==> config.mk <==
export PLATFORM = sky130hd
export DESIGN_NAME = sm83_bus_target
export DESIGN_NICKNAME = d
export VERILOG_FILES = /design/src/rtl/sm83_bus_pkg.sv /design/src/rtl/sm83_bus_target_ram.sv /design/src/rtl/sm83_bus_target.sv
export SDC_FILE = /design/constraint.sdc
export NUM_CORES = 1
export LEC_CHECK = 0
export ABC_AREA = 1
export BUFFER_PORTS_ARGS = -buffer_cell sky130_fd_sc_hd__buf_2
export CAP_MARGIN = 25
export CORE_MARGIN = 8
export CORE_UTILIZATION = 40
export CTS_BUF_LIST = sky130_fd_sc_hd__clkbuf_8
export DETAILED_ROUTE_END_ITERATION = 8
export GPL_TIMING_DRIVEN = 0
export PLACE_DENSITY = 0.51
export REMOVE_ABC_BUFFERS = 1
export SETUP_SLACK_MARGIN = 0.5
export SLEW_MARGIN = 20
export SYNTH_ARGS = -nofsm -noshare
export SYNTH_HDL_FRONTEND = slang
export SYNTH_SLANG_ARGS = --single-unit
==> constraint.sdc <==
create_clock -name clk -period 2.9 [get_ports clk]
set_input_delay 0.145 -clock clk [delete_from_list [all_inputs] [get_ports clk]]
set_output_delay 0.145 -clock clk [all_outputs]
set_load 0.05 [all_outputs]
==> src/rtl/sm83_bus_pkg.sv <==
// sm83_bus_pkg
// Shared definitions for the SM83 external-bus target:
//   bus_state_t    - machine-cycle tracking states of the target FSM
//   OPEN_BUS_DATA  - value presented on a read that nobody answers (all ones;
//                    slice to the data width at the point of use)
//   window_hit()   - true when an address falls in a power-of-two aligned window
package sm83_bus_pkg;

  typedef enum logic [1:0] {
    IDLE  = 2'd0,
    ADDR  = 2'd1,
    READ  = 2'd2,
    WRITE = 2'd3
  } bus_state_t;

  localparam logic [63:0] OPEN_BUS_DATA = '1;

  // Compares only the bits above the window size, so the window must be
  // aligned to its own size. Arguments are zero-extended to 32 bits by the
  // caller so one function serves any bus width up to 32.
  function automatic logic window_hit(input logic [31:0] adr,
                                      input logic [31:0] base,
                                      input int unsigned mem_bits);
    return (adr >> mem_bits) == (base >> mem_bits);
  endfunction

endpackage

==> src/rtl/sm83_bus_target_ram.sv <==
// sm83_bus_target_ram
// Single-port synchronous RAM backing the target's memory window.
// Ports:
//   clk    in   clock, write and read both on posedge
//   we     in   write enable: mem[adr] <= wdata
//   re     in   read enable: rdata <= mem[adr]
//   adr    in   word address (ADR_W bits)
//   wdata  in   write data (DATA_W bits)
//   rdata  out  registered read data; holds its value while re is low
// Contents are not reset.
module sm83_bus_target_ram
  import sm83_bus_pkg::*;
#(
  parameter int unsigned ADR_W  = 7,
  parameter int unsigned DATA_W = 8
) (
  input  logic              clk,
  input  logic              we,
  input  logic              re,
  input  logic [ADR_W-1:0]  adr,
  input  logic [DATA_W-1:0] wdata,
  output logic [DATA_W-1:0] rdata
);

  logic [DATA_W-1:0] mem [2**ADR_W];

  always_ff @(posedge clk) begin
    if (we) begin
      mem[adr] <= wdata;
    end
    if (re) begin
      rdata <= mem[adr];
    end
  end

endmodule

==> src/rtl/sm83_bus_target.sv <==
// sm83_bus_target
// Slave end of the SM83 pin-level bus cycle. Follows the T-state phases,
// latches the address at T2, answers reads at T3 (data held through the CPU's
// T4 sample) and commits writes captured at T3 into a small RAM window at T4.
//
// Optional feature macro: SM83_BUS_TARGET_WPROT_EN
//   defined   - the bottom WPROT_WORDS words of the window are read-only;
//               dropped writes pulse wprot_viol for one cycle
//   undefined - whole window writable, wprot_viol tied low
//
// Ports:
//   clk            in   system clock
//   reset          in   asynchronous, active-high
//   t1..t4         in   one-hot T-state phase
//   aout           in   CPU address pins
//   ext_dout       in   CPU write data pins
//   ext_data_lh    in   CPU read-latch strobe (T3 of a read)
//   n_rd,p_rd      in   CPU read strobes
//   n_wr,p_wr      in   CPU write strobes
//   ext_din        out  read data to the CPU (all ones when not answering)
//   hit            out  latched address lies in the window
//   wprot_viol     out  one-cycle pulse when a protected write is dropped
//   proto_err      out  sticky protocol-error flag, cleared only by reset
module sm83_bus_target
  import sm83_bus_pkg::*;
#(
  parameter int unsigned             ADR_WIDTH     = 16,
  parameter int unsigned             WORD_SIZE     = 8,
  parameter int unsigned             MEM_ADR_WIDTH = 7,
  parameter logic [ADR_WIDTH-1:0]    BASE_ADR      = 16'hff80,
  parameter int unsigned             WPROT_WORDS   = 16
) (
  input  logic                 clk,
  input  logic                 reset,
  input  logic                 t1,
  input  logic                 t2,
  input  logic                 t3,
  input  logic                 t4,
  input  logic [ADR_WIDTH-1:0] aout,
  input  logic [WORD_SIZE-1:0] ext_dout,
  input  logic                 ext_data_lh,
  input  logic                 n_rd,
  input  logic                 p_rd,
  input  logic                 n_wr,
  input  logic                 p_wr,
  output logic [WORD_SIZE-1:0] ext_din,
  output logic                 hit,
  output logic                 wprot_viol,
  output logic                 proto_err
);

  bus_state_t state, state_next;

  logic [ADR_WIDTH-1:0]     addr_q;
  logic [WORD_SIZE-1:0]     wdata_q;
  logic                     hit_q;
  logic                     rd_hit_q;
  logic                     proto_err_q;
  logic                     wprot_viol_q;

  logic                     proto_now;
  logic                     is_protected;
  logic                     latch_addr;
  logic                     do_read;
  logic                     latch_wdata;
  logic                     commit;
  logic                     suppress;
  logic [MEM_ADR_WIDTH-1:0] offset;
  logic [WORD_SIZE-1:0]     ram_rdata;

  // T1 carries no work for a target, and the read direction is fully
  // described by ext_data_lh / n_rd.
  logic unused_pins;
  assign unused_pins = t1 ^ p_rd;

  assign offset = addr_q[MEM_ADR_WIDTH-1:0];

  // Illegal strobe combinations, evaluated every cycle.
  assign proto_now = (ext_data_lh && n_wr)
                   || (n_wr && !t3)
                   || (ext_data_lh && !t3)
                   || (n_wr && !p_wr);

`ifdef SM83_BUS_TARGET_WPROT_EN
  assign is_protected = (32'(offset) < 32'(WPROT_WORDS));
`else
  assign is_protected = 1'b0;
`endif

  // State register
  always_ff @(posedge clk or posedge reset) begin
    if (reset) begin
      state <= IDLE;
    end else begin
      state <= state_next;
    end
  end

  // Next state and per-cycle control strobes
  always_comb begin
    state_next  = state;
    latch_addr  = 1'b0;
    do_read     = 1'b0;
    latch_wdata = 1'b0;
    commit      = 1'b0;
    suppress    = 1'b0;
    case (state)
      IDLE: begin
        if (t2) begin
          state_next = ADDR;
          latch_addr = 1'b1;
        end
      end
      ADDR: begin
        if (t3) begin
          if (proto_now) begin
            // Abandon the cycle: no read update, no write capture.
            state_next = IDLE;
          end else if (ext_data_lh) begin
            state_next = READ;
            do_read    = 1'b1;
          end else if (n_wr && !n_rd) begin
            state_next  = WRITE;
            latch_wdata = 1'b1;
          end else begin
            state_next = IDLE;
          end
        end
      end
      READ: begin
        if (t4) begin
          state_next = IDLE;
        end
      end
      WRITE: begin
        if (t4) begin
          state_next = IDLE;
          commit     = hit_q && !is_protected;
          suppress   = hit_q && is_protected;
        end
      end
      default: state_next = IDLE;
    endcase
  end

  // Datapath registers
  always_ff @(posedge clk or posedge reset) begin
    if (reset) begin
      addr_q       <= '0;
      wdata_q      <= '0;
      hit_q        <= 1'b0;
      rd_hit_q     <= 1'b0;
      proto_err_q  <= 1'b0;
      wprot_viol_q <= 1'b0;
    end else begin
      if (latch_addr) begin
        addr_q <= aout;
        hit_q  <= window_hit(32'(aout), 32'(BASE_ADR), MEM_ADR_WIDTH);
      end
      if (latch_wdata) begin
        wdata_q <= ext_dout;
      end
      // Remembers whether the last answered read came from the window; the
      // RAM read register itself is not reset, so open-bus is produced here.
      if (do_read) begin
        rd_hit_q <= hit_q;
      end
      if (proto_now) begin
        proto_err_q <= 1'b1;
      end
      wprot_viol_q <= suppress;
    end
  end

  // Read and write share the one RAM port: reads only in ADDR at T3, writes
  // only in WRITE at T4, so they never collide.
  sm83_bus_target_ram #(
    .ADR_W  (MEM_ADR_WIDTH),
    .DATA_W (WORD_SIZE)
  ) u_ram (
    .clk   (clk),
    .we    (commit),
    .re    (do_read),
    .adr   (offset),
    .wdata (wdata_q),
    .rdata (ram_rdata)
  );

  assign ext_din    = rd_hit_q ? ram_rdata : OPEN_BUS_DATA[WORD_SIZE-1:0];
  assign hit        = hit_q;
  assign wprot_viol = wprot_viol_q;
  assign proto_err  = proto_err_q;

endmodule

==> results_dict.tcl <==
set metrics [dict create \
    status "complete, no violations" \
    tightest_slew_ns 0.797 \
    port_buffers 42 \
    drt_iter0_drc 2490 \
    grt_start_max_net_pins 73 \
    total_power_w 0.0509 \
    yosysMostFrequentCell "nand2_1" \
    coreArea_um2 113000 \
    clkPwrFrac_pct 22.8 \
    hold_depth 5 \
    synthesis.area_um2 45400 \
    drc 0 \
    dieArea_um2 125000 \
    synth-compound-area-share_pct 1.90 \
    finalSetupViolations 0 \
    synth_top_area_share_pct 68.2 \
    synth_cell_types 28 \
    synth-async-reset-ratio_pct 1.90 \
    antenna_found_initial 2 \
    grt_pass1_vias 29100 \
    power.internal_w 0.0313 \
    synth.avg_cell_area_um2 10.3 \
    clkTransAtPathRegs_ns 0.06 \
    area.growth.synth_to_final_pct 23.0 \
    slew_viol_final 0 \
    r2r_cells 17 \
    clk_path_buf_depth 3 \
    dpl.hpwl_um 69500 \
    initial_core_util_pct 40.3 \
    cp_cell_sequence "buf_6 > buf_6 > buf_12 > buf_16 > buf_12 > inv_16 > buf_8 > buf_16 > nand2_1 > nand3_1 > nand4_1 > nand2_1 > nand2_2 > nor2_4 > nor2_2 > nor2_2 > nand2_1" \
    slowest_delay_ns 0.48 \
    yosys-top-cells-count "1224 x nand2_1, 1032 x edfxtp_1, 840 x inv_1" \
    rsz0062_at_grt "true" \
    synth_seq_cells 1052 \
    place_congestion 0.758 \
    fin_crit_sh_pct 96.7 \
    vias 30600 \
    ys.flop_type "edfxtp_1" \
    die_x_um 353 \
    ys_warn_count 0 \
    synth_xor_area_share_pct 0 \
    fp-row-count 123 \
    nets 4747 \
    worst_ep_arrival_time_ns 3.40 \
    power_frac_seq_pct 38.5 \
    relSlewSlack_pct 46.6 \
    power.leakage_nw 23.5 \
    cp.required_ns 3.49 \
    io_pins 46 \
    holdCritPathClass "input pin to register" \
    synth_edf_count 1032 \
    path_depth 17 \
    post-place-ws_ns -1.47 \
    cp_slowest_cell "dfrtp_4" \
    cts_buffers 172 \
    worst_ir_drop_vdd_mv 0.812 \
    path_buf_inv 8 \
    max_freq_mhz 357 \
    grt_pass1_wl_um 190000 \
    synth-adder-area-share_pct 0 \
    worstPathMaxFanout 6 \
    synth_top_cell_by_area "edfxtp_1" \
    powerDensity_nw_per_um2 912 \
    syn_inst 4403 \
    synth-simple-area-share_pct 19.5 \
    cpMostUsedCell "nand2_1" \
    hold_viol_final 0 \
    final_antenna_net_count 0 \
    avgRoutedWirePerCell_um 20.5 \
    dieHeight_um 353 \
    dr.pass1.iters 5 \
    critical-path-top-delay-family "buffers and inverters" \
    grt_overflow_total 0 \
    clk_latency_ns 0.86 \
    cts_max_level 4 \
    worstSetupPathType "register to register" \
    startpoint_type "register" \
    crit_path_end_kind "register" \
    cts_tree "yes" \
    synth_top_family_by_area "simple AND/OR/NAND/NOR gates" \
    fin_ws_ns 0.0963 \
    grtUsageTotal_pct 20.3 \
    routed_wirelength_um 130000 \
    clockRootBuffer "clkbuf_8" \
    maxCapViolCount 0 \
    p_sw_share_pct 38.7 \
    drive_above_1_share_pct 16.8 \
    clock_sinks 1052 \
    synth_mux_area_share_pct 0.0248 \
    fin_util_pct 49.6 \
    synthTopCellsByArea "edfxtp_1 68%, nand2_1 10%, inv_1 6.9%" \
    p_switching_w 0.0197 \
    synth_seq_area_share_pct 69.3 \
    viasPerCell 4.81 \
    period_needed_ns 2.80 \
    power_frac_comb_pct 38.7 \
    finClkSkew_ns 0.0436 \
]
registers in the layout (all words and copies together), names as in the netlist:
| name | flops |
|---|---|
| u_ram.mem | 1024 |
| u_ram.rdata | 8 |
| hit | 1 |
| rd_hit_q | 1 |
| proto_err | 1 |
| addr_q | 7 |
| wdata_q | 8 |
| state | 2 |
final timing paths:
path,from,end,slack [ns]
max reg2reg,addr_q[0],u_ram.rdata[1],0.1
min,n_rd,wdata_q[1],0.10
max in group asynchronous,reset,state[0],2.09
min in group asynchronous,reset,wdata_q[0],0.36
max,addr_q[0],u_ram.rdata[1],0.1
min reg2reg,proto_err,proto_err,0.49
power by group through the flow:
stage	combinational [W]	sequential, W	clock (W)
final	0.0197	0.0196	0.0116
after global routing	0.0211	0.0197	0.0125
after CTS	0.0188	0.0196	0.0118
after detailed placement	0.0150	0.0200	0
after global placement	0.00638	0.0216	0
after floorplan	0.00563	0.0206	0
repair_timing:
action	CTS	global route
endpoints found under the hold margin	48	0
resized for setup	378	141
setup endpoints to repair	1033	1017
pin swaps	62	79
cloned	37	7
hold buffers	47	0
setup buffers	83	45
layer usage:
metal | track usage, % | vias up | wire, um
met5 | 0 | - | 0
met4 | 6.16 | 0 | 3430
met3 | 3.27 | 220 | 7990
met2 | 32.2 | 891 | 60400
met1 | 28.7 | 14700 | 58500
li1 | - | 14700 | -
worst register-to-register path, delay by kind of cell, from the launching register on:
family        cells  cell delay [ns]
flops             1             0.48
buf+inv           8             1.04
simple gates      9             1.03
area by class of cell:
| type | count | area [um2] |
|---|---|---|
| repair buffers | 323 | 4980 |
| multi-input cells | 2316 | 11200 |
| diodes | 1 | 2.50 |
| repair inverters | 4 | 63.8 |
| clock inverters | 134 | 576 |
| clock buffers | 177 | 2440 |
| fillers | 10100 | 56800 |
| inverters | 843 | 3210 |
| flip-flops and latches | 1052 | 31500 |
| well taps | 1500 | 1880 |
logic make-up (layout without fill, tap and decap cells):
family / count (synthesis) / count (layout)
and+or+nand+nor: 2147 / 2147
muxes: 1 / 1
AOI/OAI and AO/OA: 167 / 167
buffers and inverters: 1035 / 1481
DFF: 1052 / 1052
other: 1 / 2
per-stage QoR:
step	area [um2]	TNS, ns	hold WS (ns)	cells
2_1_floorplan	44400	-	0.109	4211
3_3_place_gp	46500	-	0.351	5753
3_5_place_dp	48200	-1095.65	0.110	5818
4_1_cts	54700	0	0.0360	6296
5_1_grt	55900	0	0.102	6350
6_report	55900	0	0.104	6350
layout by cell type (no fill, tap or decap), types with 5 or more instances in the layout:
cell,n
or2_0,7
clkinvlp_4,5
o21ai_0,66
buf_6,20
dfrtp_4,9
nor2_2,49
or2_2,54
buf_2,42
clkbuf_16,7
o211ai_1,8
clkinv_1,40
buf_16,63
clkinv_2,10
bufbuf_16,10
nor2_4,116
clkbuf_8,177
a21oi_1,8
buf_12,64
inv_1,913
o21ai_1,46
or2_1,20
nand3_2,14
dfrtp_1,11
dlygate4sd3_1,47
buf_4,66
nand2_2,43
o21ai_2,35
nand2_1,1173
edfxtp_1,1032
nand3_1,411
nand4_1,26
nor2_1,220
No activity file was read; power rests on OpenSTA's default activity.
